--- config.mk ---
export PLATFORM = sky130hd
export DESIGN_NAME = int_mul_var_lat
export DESIGN_NICKNAME = d
export VERILOG_FILES = /design/src/rtl/int_mul_var_lat.sv
export SDC_FILE = /design/constraint.sdc
export NUM_CORES = 1
export LEC_CHECK = 0
export ABC_CLOCK_PERIOD_IN_PS = 8250
export CAP_MARGIN = 25
export CORE_MARGIN = 4
export CORE_UTILIZATION = 55
export DETAILED_ROUTE_END_ITERATION = 10
export GPL_TIMING_DRIVEN = 0
export PLACE_DENSITY_LB_ADDON = 0.2
export SYNTH_ARGS = -nofsm -noshare
export SYNTH_HDL_FRONTEND = slang
export SYNTH_SLANG_ARGS = --single-unit
--- constraint.sdc ---
create_clock -name clk -period 8.25 [get_ports clk]
set_clock_uncertainty 0.1 [all_clocks]
set_input_delay 1.65 -clock clk [delete_from_list [all_inputs] [get_ports clk]]
set_output_delay 1.65 -clock clk [all_outputs]
set_load 0.01 [all_outputs]
--- src/rtl/int_mul_var_lat.sv ---
// Iterative variable-latency multiplier (low p_nbits of a*b). Each CALC cycle
// adds the multiplicand when b[0] is set, then skips the zero run above bit 0.
module int_mul_var_lat #(
  parameter int p_nbits     = 32,
  parameter int p_max_shamt = 32
) (
  input  logic                 clk,
  input  logic                 reset,
  input  logic                 istream_val,
  output logic                 istream_rdy,
  input  logic [2*p_nbits-1:0] istream_msg,
  output logic                 ostream_val,
  input  logic                 ostream_rdy,
  output logic [p_nbits-1:0]   ostream_msg
);

  localparam int SW = $clog2(p_nbits) + 1;

  typedef enum logic [1:0] {
    S_IDLE = 2'd0,
    S_CALC = 2'd1,
    S_DONE = 2'd2
  } state_t;

  state_t             r_state;
  state_t             w_state_next;
  logic [p_nbits-1:0] r_a;
  logic [p_nbits-1:0] r_b;
  logic [p_nbits-1:0] r_result;
  logic [p_nbits-1:0] w_a_next;
  logic [p_nbits-1:0] w_b_next;
  logic [p_nbits-1:0] w_result_next;
  logic [p_nbits-1:0] w_b_shr1;
  logic [p_nbits-1:0] w_b_shifted;
  logic [p_nbits-1:0] w_a_shifted;
  logic [SW-1:0]      w_tz;
  logic [SW-1:0]      w_shamt_raw;
  logic [SW-1:0]      w_shamt;
  logic               r_istream_rdy;
  logic               r_ostream_val;
  logic               w_in_fire;
  logic               w_out_fire;

  // Trailing-zero count; an all-zero word reports p_nbits-1.
  function automatic logic [SW-1:0] f_tz(input logic [p_nbits-1:0] v);
    logic [SW-1:0] cnt;
    cnt = SW'(p_nbits - 1);
    for (int i = p_nbits - 1; i >= 0; i--) begin
      if (v[i]) begin
        cnt = SW'(i);
      end else begin
        cnt = cnt;
      end
    end
    return cnt;
  endfunction

  assign w_in_fire  = istream_val & r_istream_rdy;
  assign w_out_fire = r_ostream_val & ostream_rdy;

  // Zero-run skip: shift past b[0] and every zero above it, capped by the shifter width.
  always_comb begin
    w_b_shr1    = r_b >> 1;
    w_tz        = f_tz(w_b_shr1);
    w_shamt_raw = w_tz + SW'(1);
    if (w_shamt_raw > SW'(p_max_shamt)) begin
      w_shamt = SW'(p_max_shamt);
    end else begin
      w_shamt = w_shamt_raw;
    end
    w_b_shifted = r_b >> w_shamt;
    w_a_shifted = r_a << w_shamt;
  end

  // Next-state and datapath next values.
  always_comb begin
    w_state_next  = r_state;
    w_a_next      = r_a;
    w_b_next      = r_b;
    w_result_next = r_result;
    case (r_state)
      S_IDLE: begin
        if (w_in_fire) begin
          w_a_next      = istream_msg[2*p_nbits-1:p_nbits];
          w_b_next      = istream_msg[p_nbits-1:0];
          w_result_next = {p_nbits{1'b0}};
          w_state_next  = S_CALC;
        end else begin
          w_state_next  = S_IDLE;
        end
      end
      S_CALC: begin
        if (r_b[0]) begin
          w_result_next = r_result + r_a;
        end else begin
          w_result_next = r_result;
        end
        w_a_next = w_a_shifted;
        w_b_next = w_b_shifted;
        if (w_b_shifted == {p_nbits{1'b0}}) begin
          w_state_next = S_DONE;
        end else begin
          w_state_next = S_CALC;
        end
      end
      S_DONE: begin
        if (w_out_fire) begin
          w_state_next = S_IDLE;
        end else begin
          w_state_next = S_DONE;
        end
      end
      default: begin
        w_state_next = S_IDLE;
      end
    endcase
  end

  // State, operand and handshake registers; handshake flags decode the next state.
  always_ff @(posedge clk) begin
    if (reset) begin
      r_state       <= S_IDLE;
      r_a           <= {p_nbits{1'b0}};
      r_b           <= {p_nbits{1'b0}};
      r_result      <= {p_nbits{1'b0}};
      r_istream_rdy <= 1'b0;
      r_ostream_val <= 1'b0;
    end else begin
      r_state       <= w_state_next;
      r_a           <= w_a_next;
      r_b           <= w_b_next;
      r_result      <= w_result_next;
      r_istream_rdy <= (w_state_next == S_IDLE);
      r_ostream_val <= (w_state_next == S_DONE);
    end
  end

  assign istream_rdy = r_istream_rdy;
  assign ostream_val = r_ostream_val;
  assign ostream_msg = r_result;

endmodule

==> run metrics <==
port bufs 100; Post-synth ARST share 0%; cells after synthesis 1,267; most frequent cell after synthesis nand2_1; latest clock arrival within the worst-skew pair 0.37 ns; Num CTS Buffers 9; total number of H-tree levels 3; CTS max path bufs 2; count of final setup violators 0; Post-synth EDFFs 0; grt total ovfl 0; Syn Nets 1,368; Post-Synthesis Cell Area 9450 sq um; Hold Path Class reg2reg; residual DRC count 0; Syn Area/Cell 7.46 sq um; DIE AREA 19,300 sq um; critical path depth 25; WP data required 8.39 ns; status completed; Area Growth Syn to Fin 17.1%; Synth Flop Type dfxtp_1; routed via count 11.0k; antenna cells 0; GP Congestion 1.06; Worst-Margin Slew 1.20 ns; Vias/cell 6.88; worst r2r src r_b[30]$_SDFFE_PP0P_; reg-to-reg slack, setup 0.04 ns; Initial Util 56.6%; reg2reg path depth 25; Slowest Stage Delay on Critical Path 0.54 ns; Rel. slew slack 19.8%; Routed WL 39,800 um; Crit path top cell by count mux2i_1; CP bufs+invs 8; Post-CTS Hold Buffers 0; gr usage total 39.5%; routed wire length per instance 24.8 um; Site Rows 47; Post-DRT Antenna Nets 0; Synth area leaders dfxtp_1 (21%), mux2i_1 (12%), nand2_1 (7.8%); CP Capture Type flip-flop; Critical R2R Capture r_state[0]$_SDFF_PP0_; Yosys reg bits 100; max cap viols 0; initial drt markers 1,447; post-synth top area cell dfxtp_1; Die Height 139 um; setup TNS 0 ns; initial antenna violation count 0; Hold Vio Cnt, Final 0; Unique masters post-synth 91; Period minus WS final 8.21 ns; Core ar. 16,700 sq um; first-pass GRT wire length 60,500 um; root buffer cell clkbuf_16; Die W 139 um; post-synth top area share 21.2%; 1st-pass router iterations 6; vias in the first global route 10.9k; largest net degree at the start of global routing 19; Max FO, Critical Path 10; clock sinks 100; Worst Setup SP r_b[30]$_SDFFE_PP0P_; sequential element share of the synthesized area 21.2%; final net count 1,480; most frequent cells after synthesis nand2_1 (197), nor2_1 (129), mux2i_1 (113), dfxtp_1 (100), o21ai_0 (90); CTS tree yes; RSZ-0062 raised after global routing false; Slew Viols, Final 0; layout cells sized above 1 7.73%; critical setup path kind reg2reg; synth warn 0; final worst-path cycle share 99.6%; arrival time worst endpoint 8.35 ns; Fmax 122 MHz; I/O Pins 102; crit path to r_state[0]$_SDFF_PP0_; Worst-path clk slew 0.08 ns; CP startpoint kind flip-flop; Post-DP HPWL 30,600 um; Slowest-stage cell, CP or4_1; CP delay by family, top buffers and inverters
[cells by family (layout without fill, tap and decap cells)]
family | after synthesis | after routing | share of synthesized area [%]
compound gates | 399 | 399 | 29.0
xor+xnor | 28 | 28 | 2.79
fa+ha+maj | 33 | 33 | 4.45
buf+inv | 124 | 241 | 7.16
flops | 100 | 100 | 21.2
mux | 127 | 127 | 13.6
simple gates | 456 | 456 | 21.8
[cell type report]
class,count,area [sq um]
Tap cell,220,275
Sequential cell,100,2000
Multi-Input combinational cell,1043,6790
Fill cell,1472,5630
Timing Repair Buffer,101,1010
Inverter,13,48.8
Buffer,111,633
Clock inverter,7,81.3
Clock buffer,9,225
[placed cells by master (no fill, tap or decap), types with 10 or more instances in the layout]
master and count:
a31oi_1 20, clkbuf_1 65, o21ai_0 90, nand2_1 197, nor3_1 15, mux2i_1 111, a21o_1 13, mux2_2 14
clkdlybuf4s50_1 100, ha_1 32, a211oi_1 50, inv_1 12, o211ai_1 14, and3_1 27, a22oi_1 28, nand2b_1 13
a311oi_1 15, xor2_1 10, nand3_1 22, buf_2 12, xnor2_1 16, o211a_1 14, nor2_1 129, a21oi_1 72
dfxtp_1 100
[through the flow]
stage / utilization [%] / setup WS, ns / hold slack, ns / area [sq um] / instances
after global routing: 66.3 / 0.00424 / 0.412 / 11100 / 1604
after detailed placement: 64.3 / -0.185 / 0.391 / 10700 / 1588
after CTS: 66.2 / 0.215 / 0.401 / 11000 / 1604
after global placement: 64.2 / -0.167 / 0.368 / 10700 / 1587
after floorplan: - / 1.95 / 0.378 / 9450 / 1267
final: 66.3 / 0.0363 / 0.410 / 11100 / 1604
[sequential cells by signal, indices dropped and copies added, names as in the netlist]
name and cells:
ostream_msg 32, r_a 32, r_b 32, r_state 2
istream_rdy 1, ostream_val 1
[how the worst min path moves through the flow]
| stage | from | to | cells past startpoint |
|---|---|---|---|
| floorplan | r_b[0]$_SDFFE_PP0P_ | r_b[0]$_SDFFE_PP0P_ | 2 |
| global placement | ostream_msg[31]$_SDFFE_PP0P_ | ostream_msg[31]$_SDFFE_PP0P_ | 1 |
| detailed placement | ostream_msg[28]$_SDFFE_PP0P_ | ostream_msg[28]$_SDFFE_PP0P_ | 2 |
| CTS | ostream_msg[28]$_SDFFE_PP0P_ | ostream_msg[28]$_SDFFE_PP0P_ | 2 |
| global route | ostream_msg[28]$_SDFFE_PP0P_ | ostream_msg[28]$_SDFFE_PP0P_ | 2 |
| finish | ostream_msg[28]$_SDFFE_PP0P_ | ostream_msg[28]$_SDFFE_PP0P_ | 2 |
[worst min-delay path, cell delays in order, from the launching register on]
cell and delay [ns]:
dfxtp_1 0.33, nand3_1 0.08, a21oi_1 0.06
[what timing repair did]
action	CTS	global route
gates resized for setup	2	5
gates cloned	0	0
setup buffers	0	0
hold endpoints to repair	0	0
setup endpoints to repair	3	3
[routing by layer]
metal  up-vias  routed length (um)  track usage (%)
met1      5101               14100             45.4
met4         0                3510             31.2
li1       4886                   -                -
met2       822               18400             64.8
met5         -                   0                0
met3       223                3790             6.76
Power is not shown: default switching activity piles up to over one toggle a cycle in this logic, so the estimate is an artifact.
